### config.mk
export PLATFORM = sky130hd
export DESIGN_NAME = coin_lane_scheduler
export DESIGN_NICKNAME = d
export VERILOG_FILES = /design/src/rtl/coin_lane_scheduler.sv
export SDC_FILE = /design/constraint.sdc
export NUM_CORES = 1
export LEC_CHECK = 0
export BUFFER_PORTS_ARGS = -buffer_cell sky130_fd_sc_hd__buf_2
export CAP_MARGIN = 20
export CORE_ASPECT_RATIO = 0.7
export CORE_UTILIZATION = 35
export DETAILED_ROUTE_END_ITERATION = 12
export GPL_TIMING_DRIVEN = 0
export PLACE_DENSITY = 0.55
export RECOVER_POWER = 50
export SYNTH_ARGS = -nofsm -noshare
export SYNTH_HDL_FRONTEND = slang
export SYNTH_SLANG_ARGS = --single-unit
### constraint.sdc
create_clock -name i_clk -period 2.9 [get_ports i_clk]
set_input_delay 0.29 -clock i_clk [delete_from_list [all_inputs] [get_ports i_clk]]
set_output_delay 0.29 -clock i_clk [all_outputs]
set_load 0.02 [all_outputs]
### src/rtl/coin_lane_scheduler.sv
// coin_lane_scheduler: sequences the coin generator. Chooses when a coin
// appears, which lane it uses, when it retires (collected or missed), and
// keeps saturating collected/missed statistics.
// Optional build macro COIN_STREAK_EN adds o_streak / o_bonus outputs.
module coin_lane_scheduler #(
  parameter int          TRAVEL_FRAMES = 120,
  parameter int          CLEAR_FRAMES  = 2,
  parameter int          GAP_MIN       = 30,
  parameter int          GAP_MASK      = 63,
  parameter logic [15:0] LFSR_SEED     = 16'hACE1
) (
  input  logic       i_clk,
  input  logic       i_rst_n,
  input  logic       i_frame_tick,
  input  logic       i_game_run,
  input  logic [1:0] i_barrier_lane,
  input  logic       i_penguin_hit,
  input  logic       i_in_position,
  output logic [1:0] o_active,
  output logic       o_busy,
  output logic [7:0] o_coin_count,
  output logic [7:0] o_miss_count
`ifdef COIN_STREAK_EN
  ,
  output logic [3:0] o_streak,
  output logic       o_bonus
`endif
);

  typedef enum logic [1:0] {
    IDLE  = 2'd0,
    GAP   = 2'd1,
    RUN   = 2'd2,
    CLEAR = 2'd3
  } state_t;

  localparam logic [8:0] TRAVEL_LOAD = 9'(TRAVEL_FRAMES - 1);
  localparam logic [8:0] CLEAR_LOAD  = 9'(CLEAR_FRAMES - 1);
  localparam logic [8:0] GAP_BASE    = 9'(GAP_MIN);
  localparam logic [7:0] GAP_MSK     = 8'(GAP_MASK);

  state_t      state;
  logic [8:0]  cnt;
  logic [15:0] lfsr;
  logic [15:0] lfsr_nxt;

  // The coin generator's in-zone flag is informational only.
  logic unused_in_position;
  assign unused_in_position = i_in_position;

  // Galois step for x^16+x^14+x^13+x^11, shifting right.
  function automatic logic [15:0] lfsr_step(input logic [15:0] v);
    lfsr_step = {1'b0, v[15:1]} ^ (v[0] ? 16'hB400 : 16'h0000);
  endfunction

  // Idle length before the next coin: fixed minimum plus a masked random part.
  function automatic logic [8:0] gap_load(input logic [15:0] v);
    gap_load = GAP_BASE + {1'b0, v[7:0] & GAP_MSK};
  endfunction

  // Random lane, never "none", stepped aside when it collides with the barrier.
  function automatic logic [1:0] pick_lane(input logic [15:0] v,
                                           input logic [1:0]  barrier);
    logic [1:0] l;
    l = (v[1:0] == 2'b00) ? 2'b10 : v[1:0];
    if ((barrier != 2'b00) && (l == barrier))
      l = (l == 2'b11) ? 2'b01 : l + 2'b01;
    pick_lane = l;
  endfunction

  function automatic logic [7:0] sat_inc8(input logic [7:0] v);
    sat_inc8 = (v == 8'hFF) ? v : v + 8'd1;
  endfunction

`ifdef COIN_STREAK_EN
  function automatic logic [3:0] sat_inc4(input logic [3:0] v);
    sat_inc4 = (v == 4'hF) ? v : v + 4'd1;
  endfunction

  function automatic logic is_bonus(input logic [3:0] v);
    is_bonus = (v == 4'd5) || (v == 4'd10) || (v == 4'd15);
  endfunction
`endif

  // Lane picks and gap reloads see the LFSR value this frame tick produces.
  always_comb begin
    lfsr_nxt = i_frame_tick ? lfsr_step(lfsr) : lfsr;
  end

  // Scheduler FSM with registered lane select, busy flag and statistics.
  always_ff @(posedge i_clk) begin
    if (!i_rst_n) begin
      state        <= IDLE;
      cnt          <= 9'd0;
      lfsr         <= LFSR_SEED;
      o_active     <= 2'b00;
      o_busy       <= 1'b0;
      o_coin_count <= 8'd0;
      o_miss_count <= 8'd0;
`ifdef COIN_STREAK_EN
      o_streak     <= 4'd0;
      o_bonus      <= 1'b0;
`endif
    end else if (!i_game_run) begin
      // Freeze: abandon any coin without counting it; LFSR and stats hold.
      state    <= IDLE;
      o_active <= 2'b00;
      o_busy   <= 1'b0;
`ifdef COIN_STREAK_EN
      o_bonus  <= 1'b0;
`endif
    end else begin
`ifdef COIN_STREAK_EN
      o_bonus <= 1'b0;
`endif
      lfsr <= lfsr_nxt;
      case (state)
        IDLE: begin
          cnt      <= gap_load(lfsr_nxt);
          state    <= GAP;
          o_active <= 2'b00;
          o_busy   <= 1'b0;
        end
        GAP: begin
          if (i_frame_tick) begin
            if (cnt == 9'd0) begin
              cnt      <= TRAVEL_LOAD;
              state    <= RUN;
              o_active <= pick_lane(lfsr_nxt, i_barrier_lane);
              o_busy   <= 1'b1;
            end else begin
              cnt <= cnt - 9'd1;
            end
          end
        end
        RUN: begin
          if (i_frame_tick) begin
            if (i_penguin_hit) begin
              // A hit on the timeout frame still counts as a collect.
              o_coin_count <= sat_inc8(o_coin_count);
              cnt          <= CLEAR_LOAD;
              state        <= CLEAR;
              o_active     <= 2'b00;
`ifdef COIN_STREAK_EN
              o_streak     <= sat_inc4(o_streak);
              o_bonus      <= (o_streak != 4'hF) && is_bonus(sat_inc4(o_streak));
`endif
            end else if (cnt == 9'd0) begin
              // Missed coin also gets the full clear window.
              o_miss_count <= sat_inc8(o_miss_count);
              cnt          <= CLEAR_LOAD;
              state        <= CLEAR;
              o_active     <= 2'b00;
`ifdef COIN_STREAK_EN
              o_streak     <= 4'd0;
`endif
            end else begin
              cnt <= cnt - 9'd1;
            end
          end
        end
        CLEAR: begin
          if (i_frame_tick) begin
            if (cnt == 9'd0) begin
              cnt    <= gap_load(lfsr_nxt);
              state  <= GAP;
              o_busy <= 1'b0;
            end else begin
              cnt <= cnt - 9'd1;
            end
          end
        end
        default: begin
          state    <= IDLE;
          o_active <= 2'b00;
          o_busy   <= 1'b0;
        end
      endcase
    end
  end

endmodule

==> Word-level counts from Yosys, hierarchy flattened <==
Index checks and enable logic that the tools add are counted.
{ "word_totals": {"reg_bits": 46, "output_inout_bits": 19, "wordCells": 77} }
{ "op_classes": {"n_addsub": 5, "eq_ne": 13, "n_mux": 32, "bitwise_logic": 4, "reduce_logical": 15} }
{ "op_table": {"columns": ["op", "n"], "rows": [
  ["$mux 9", 7],
  ["$pmux 9 s4", 1],
  ["$mux 2", 15],
  ["$add 8x1->8 const B", 2],
  ["$eq 8x8->1 const B", 2],
  ["$mux 16", 1],
  ["$xor 15x16->16", 1],
  ["$reduce_and 5->1", 3],
  ["$reduce_and 6->1", 2],
  ["$ne 2x2->1 const B", 5],
  ["$logic_not 9->1", 1],
  ["$sub 9x1->9 const B", 1],
  ["$pmux 2 s4", 1],
  ["$add 5x6->7 const A", 1],
  ["$eq 2x2->1 const B", 3],
  ["$mux 6", 1],
  ["$pmux 2 s3", 1],
  ["$reduce_bool 3->1", 2],
  ["$logic_not 2->1", 2],
  ["$mux 1", 4],
  ["$reduce_and 2->1", 2],
  ["$reduce_and 4->1", 1],
  ["$ne 3x3->1 const B", 1],
  ["$not 1->1", 3],
  ["other kinds (6)", 6]
]} }

==> Depth between registers and ports, before layout <==
Gate-level depths: netlist of the first run.
{ "logic_depth": {"word_depth": 11, "depth_mapped": 9} }

==> Worst setup path before layout of the first run <==
Ideal clock, no wire load.
{ "synth_timing": {"path_kind": "register to register", "startpoint": "register state[1]", "endpoint": "register cnt[2]", "setup_time_ns": 0.122, "t_arrival_ns": 1.917, "path_slack_ns": 0.861, "path_stages_with_launch": 9, "synth_period_minus_slack_ns": 2.039, "path_cell_list": "dfxtp_1 inv_1 ha_1 clkbuf_1 nor3_1 o21a_1 clkbuf_1 o21ai_0 a311o_1"} }
{ "synth_via": {"elab_chain_len": 3} }
{ "synth_rtl": {"columns": ["item", "line", "source"], "rows": [
  ["start, declared", "42", "state_t state;"],
  ["start signal, assigned", "93", "state <= IDLE;"],
  ["start signal, assigned", "106", "state <= IDLE;"],
  ["start signal, assigned", "120", "state <= GAP;"],
  ["$eq 2x2->1 or $eq 2x1->1 (tied branches)", "117", "case (state)"],
  ["$ne 2x2->1 (no line)", null, null],
  ["$reduce_and 4->1 (no line)", null, null],
  ["end signal, assigned", "119", "cnt <= gap_load(lfsr_nxt);"],
  ["end signal, assigned", "132", "cnt <= cnt - 9'd1;"],
  ["end signal, assigned", "158", "cnt <= cnt - 9'd1;"],
  ["end, declared", "43", "logic [8:0] cnt;"]
]} }
Parallel ways exist; a longest one is shown, timed or not.
A chain may end at the register's enable or synchronous reset.

==> Final worst setup path of the first run <==
Ends and elaborated chain as after synthesis.

==> results of run 1 <==
## cell type report
class	instances	share of cell area, %
inverter	8	1.04
buffer	13	1.69
clock buffer	5	2.39
multi-input combinational	235	55.1
tap	94	4.08
sequential	46	32.0
timing repair buffer	24	3.34
clock inverter	2	0.348
## cells in the final DEF, fill, tap and decap left out, types with 9 or more instances in the layout
master     n
a21boi_0  10
and2_1    13
clkbuf_1  31
dfxtp_1   46
ha_1      12
mux2i_1   12
nand2_1   44
nand3_1   12
nor2_1    15
nor2b_1    9
xor2_1    13
## path summary, 6_finish.rpt
path	start	to	slack, ns
worst min-delay path	i_rst_n	cnt[2]	0.35
worst max register to register	state[1]	cnt[2]	0.48
worst max-delay path	state[1]	cnt[2]	0.48
worst min register to register	lfsr[15]	lfsr[14]	0.47
## power breakdown
| group | switching, uW | internal, uW | total, uW |
|---|---|---|---|
| Clock | 218 | 162 | 381 |
| Sequential | 30.6 | 657 | 688 |
| Combinational | 146 | 100 | 246 |
## metal layers
metal / GRT usage (%) / up-vias
li1: - / 1131
met1: 24.8 / 1008
met2: 21.1 / 32
met3: 3.94 / 5
met4: 5.01 / 0
met5: 0 / -
## synth_stat cells, types with 2 or more instances
cell and number:
a211o_1 3, a211oi_1 5, a21boi_0 10, a21o_1 3, a21oi_1 5, a221oi_1 3
a311o_1 2, a311oi_1 2, a31oi_1 5, and2_1 14, buf_2 2, clkbuf_1 10
dfxtp_1 46, ha_1 12, inv_1 8, mux2i_1 12, nand2_1 44, nand2b_1 6
nand3_1 12, nand4_1 3, nor2_1 15, nor2b_1 9, nor3_1 8, nor3b_1 2
nor4_1 5, o211ai_1 5, o21a_1 5, o21ai_0 8, o31a_1 2, xnor2_1 8
xor2_1 13
## worst max-delay path, delay by kind of cell (launching register included)
family          cells  cell delay (ns)
buf+inv             3             0.65
flops               1             0.43
fa+ha+maj           1             0.19
simple gates        1             0.37
compound gates      3             0.68
## stage by stage
stage,utilization [%],power [uW],instances
after floorplan,-,885,302
after global placement,40.7,946,420
after detailed placement,40.7,947,420
after CTS,41.9,1330,427
after global routing,41.5,1400,427
final,41.5,1310,427
## registers in the layout (all words and copies together) (netlist names)
signal,count
cnt,9
lfsr,16
o_coin_count,8
o_miss_count,8
o_active,2
state,2
o_busy,1
## cells by family after synthesis
group           count (synthesis)  share of synthesized area, %
compound gates                 66                          18.6
xor+xnor                       21                          7.10
fa+ha+maj                      12                          5.80
buf+inv                        21                          3.14
flops                          46                          35.6
mux                            12                          4.64
simple gates                  124                          25.1
==> results.md, run 1 <==
* Fmax at 413 MHz
* CORE AREA at 0.00694 sq mm
* CTS Buf Count at 5
* Max FO, Critical Path at 10
* Crit path max-delay cell type: dfxtp_1
* Number of setup violations in the final report at 0
* Syn Std Cell Area at 0.00259 sq mm
* Hold Path Stages at 2
* DRT met1 WL at 3380 um
* Antenna Cells at 0
* Worst setup EP type: register
* EDFF count, synth at 0
* Final Skew at 0.00618 ns
* WL final at 5840 um
* Post-CTS setup buffers at 0
* Hold Worst Slack at 0.352 ns
* Top-Level Pins at 27
* Area Overhead vs Synth at 11.2%
* Vias in the first global route at 1887
* Status: finished clean
* Syn Inst Count at 302
* DP Area at 0.00283 sq mm
* Largest net degree at the start of global routing at 14
* CP dominant cell by count: clkbuf_1
* Longest Clk Path Bufs at 2
* Final Hold Fails at 0
* DR WL met3 at 181 um
* Layout cells sized above 1 at 4.80%
* Pins over their slew limit at 0
* Residual DRC at 0
* Footprint of the multi-input gates at 0.00159 sq mm
* RSZ-0062 raised after global routing: no
* Worst-path clk slew at 0.08 ns
* Global-route usage over all layers at 16.0%
* Critical-path cell list: inv_1 > ha_1 > clkbuf_1 > nor3_1 > o21a_1 > clkbuf_1 > o21ai_0 > a311o_1
* Slew margin rel. at 55.9%
* Synthesized netlist net count at 322
* HPWL after DPL at 4350 um
* Clk Latency, worst-skew pair at 0.30 ns
* CTS tree: built
* Max incr delay on CP at 0.43 ns
* Power Density at 457 mW/mm^2
* Initial cell density of the core at 37.3%
* Leakage power at 0.00114 uW
* R2R cell count at 8
* Post-synthesis sequential area ratio at 35.6%
* Hold Crit Class: in -> reg
* DR vias at 2176
* Worst slew pin tran at 0.655 ns
* Synth top area share at 35.6%
* Fin crit share at 83.5%
* Type of origin of the critical path: register
* H-tree depth at 2
* Port buffer count at 24
* Max Cap Viol at 0
* Die extent in y at 74.0 um
* Setup TNS Final at 0 ns
* Setup CP Type: reg -> reg
* Layout Nets at 353
* Final WS setup at 0.478 ns
* Tmin final at 2.42 ns
* Die width at 105 um
* Synthesized flop and latch total at 46
* Hold buffer count at cts at 0
* First-pass GRT wire length at 9670 um
* Remaining global-route overflow at 0
* DRT Pass-1 Iters at 4
* Die Footprint at 0.00775 sq mm
* Async S/R FF share, synth at 0%
* CP arrival at 2.62 ns
* Top Layer Used: met4
* Post-CTS resize count at 0
* Fillers at 733
* Ys flop type: dfxtp_1
* Antenna viol nets, final at 0
* Initial antenna violation count at 0
* # rows at 25
* Clk sink count at 46
* Syn Area/Cell at 8.58 sq um
* Clock root buffer: clkbuf_8
* Peak VDD IR at 0.166 mV
* Design area at 0.00288 sq mm
* RePlAce Congestion at 0.824
* Place WS at 0.462 ns
* Worst Path Required at 3.09 ns
* Met2 wire len at 2220 um
* YS warnings at 0
* Synth cell types at 46
* Average routed wire per standard cell at 13.7 um
* Leading area contributor after synthesis: dfxtp_1
* Initial DRC Count at 177
* Synth top area cells: dfxtp_1 (36%), nand2_1 (6.4%), ha_1 (5.8%)
* Register area at 921 sq um
* Vias/cell at 5.10
Note: power is estimated with default switching activity, not from simulation.
==> run 2, diff against run 1 <==
==> constraint.sdc (replaced) <==
create_clock -name i_clk -period 2.4 [get_ports i_clk]
set_input_delay 0.24 -clock i_clk [delete_from_list [all_inputs] [get_ports i_clk]]
set_output_delay 0.24 -clock i_clk [all_outputs]
set_load 0.02 [all_outputs]
==> results.md, run 2 (same netlist as run 1, synthesis figures left out) <==
* Worst Setup EP: cnt[2]
* Final Hold Fails at 0
* Tot Pwr at 1600 uW
* Setup TNS Final at 0 ns
* Average routed wire per standard cell at 13.8 um
* Port buffer count at 24
* FF-to-FF End: cnt[2]
* Design area at 0.00290 sq mm
* R2R setup slack at 0.13 ns
* RePlAce Congestion at 0.824
* DP Area at 0.00283 sq mm
* HPWL after DPL at 4350 um
* Antenna Cells at 0
* Worst slew pin tran at 0.650 ns
* DR vias at 2207
* CTS tree: built
* CP arrival at 2.46 ns
* H-tree depth at 2
* Layout Nets at 354
* Tmin final at 2.27 ns
* Place WS at -0.0381 ns
* Clk Latency, worst-skew pair at 0.30 ns
* Longest Clk Path Bufs at 2
* WL final at 5910 um
* Layout Utilization at 41.8%
* Die Footprint at 0.00775 sq mm
* Critical-path cell list: inv_1 > ha_1 > nor4b_4 > buf_4 > buf_4 > a31oi_1 > o32a_1 > nor2_1 > a311o_1
* Max incr delay on CP at 0.40 ns
* CTS Buf Count at 5
* Most flops, register: lfsr
* Pins over their slew limit at 0
* # rows at 25
* Layout cells sized above 1 at 6.29%
* Remaining global-route overflow at 0
* Max FO, Critical Path at 7
* Worst reg2reg path startpoint: cnt[0]
* Biggest regs: lfsr x16, cnt x9
* Leakage power at 0.00116 uW
* Clk sink count at 46
* Initial DRC Count at 140
* Status: finished clean
* R2R cell count at 9
* Leading cell types in the layout, fill and taps excluded: dfxtp_1 (46), nand2_1 (44), clkbuf_1 (29)
* CP dominant cell by count: buf_4
* Setup CP Type: reg -> reg
* Antenna viol nets, final at 0
* Residual DRC at 0
* Worst setup EP type: register
* DRT Pass-1 Iters at 4
* Flip-flop count of the largest register after layout at 16
* Vias/cell at 5.16
* Commonest non-fill, non-tap cell in the layout: dfxtp_1
* Worst Path Required at 2.59 ns
* Initial antenna violation count at 0
* Final Skew at 0.00564 ns
* RSZ-0062 raised after global routing: no
* Power Density at 553 mW/mm^2
* Area Overhead vs Synth at 12.0%
* Clock root buffer: clkbuf_8
* Hold Crit Class: in -> reg
* Final WS setup at 0.132 ns
* Die extent in y at 74.0 um
* Hold buffer count at cts at 0
* Crit path max-delay cell type: a31oi_1
* Global-route usage over all layers at 16.0%
* Number of setup violations in the final report at 0
* Top-Level Pins at 27
* Max Cap Viol at 0
* Crit path from: cnt[0]
* Slew margin rel. at 56.2%
* Fmax at 441 MHz
* Worst-path clk slew at 0.08 ns
* Fin crit share at 94.5%
* Vias in the first global route at 1883
* Initial cell density of the core at 37.3%
* Die width at 105 um
* HP Start: i_rst_n
* Peak VDD IR at 0.201 mV
* CORE AREA at 0.00694 sq mm
* Type of origin of the critical path: register
* Largest net degree at the start of global routing at 14
* First-pass GRT wire length at 9670 um
run 2: worst max-delay path: cells and delay by family (launching register included):
family,cells,cell delay (ns)
AO/OA/AOI/OAI,3,0.98
flip-flops,1,0.38
adder cells (fa/ha/maj),1,0.21
AND/OR/NAND/NOR,2,0.17
buffers and inverters,3,0.42
run 2: power breakdown:
part / leakage [uW] / total, uW / internal [uW] / switching, uW
clock network: 0.0000438 / 459 / 196 / 263
registers: 0.000375 / 831 / 794 / 36.6
logic: 0.000736 / 313 / 130 / 182
run 2: how the worst min path moves through the flow:
stage | depth (start not counted) | slack [ns] | to
final | 2 | 0.31 | cnt[2]
after global routing | 2 | 0.29 | cnt[2]
after CTS | 2 | 0.29 | cnt[2]
after detailed placement | 2 | 0.46 | lfsr[15]
after global placement | 2 | 0.45 | lfsr[9]
after floorplan | 1 | 0.40 | cnt[2]
run 2: layout make-up:
type / count / area (sq um)
buffer: 12 / 46.3
sequential: 46 / 921
fill: 731 / 4040
multi-input combinational: 235 / 1600
clock inverter: 2 / 10.0
clock buffer: 5 / 68.8
timing repair buffer: 26 / 111
inverter: 8 / 30.0
tap: 94 / 118
run 2: layer usage:
metal / global-route usage [%] / part of all wire, % / up-vias
met1: 24.8 / 56 / 1024
met3: 3.94 / 4.1 / 5
li1: - / - / 1133
met4: 5.01 / 0.97 / 0
met2: 21.1 / 39 / 45
met5: 0 / 0 / -
run 2: what timing repair did:
action,4_1_cts,5_1_grt
setup buffers,0,2
resized for setup,0,2
setup endpoints to repair,1,5
run 2: through the flow:
stage          hold slack, ns  std cells
6_report                0.305        428
4_1_cts                 0.295        426
2_1_floorplan           0.401        302
3_3_place_gp            0.454        420
3_5_place_dp            0.459        420
5_1_grt                 0.291        428
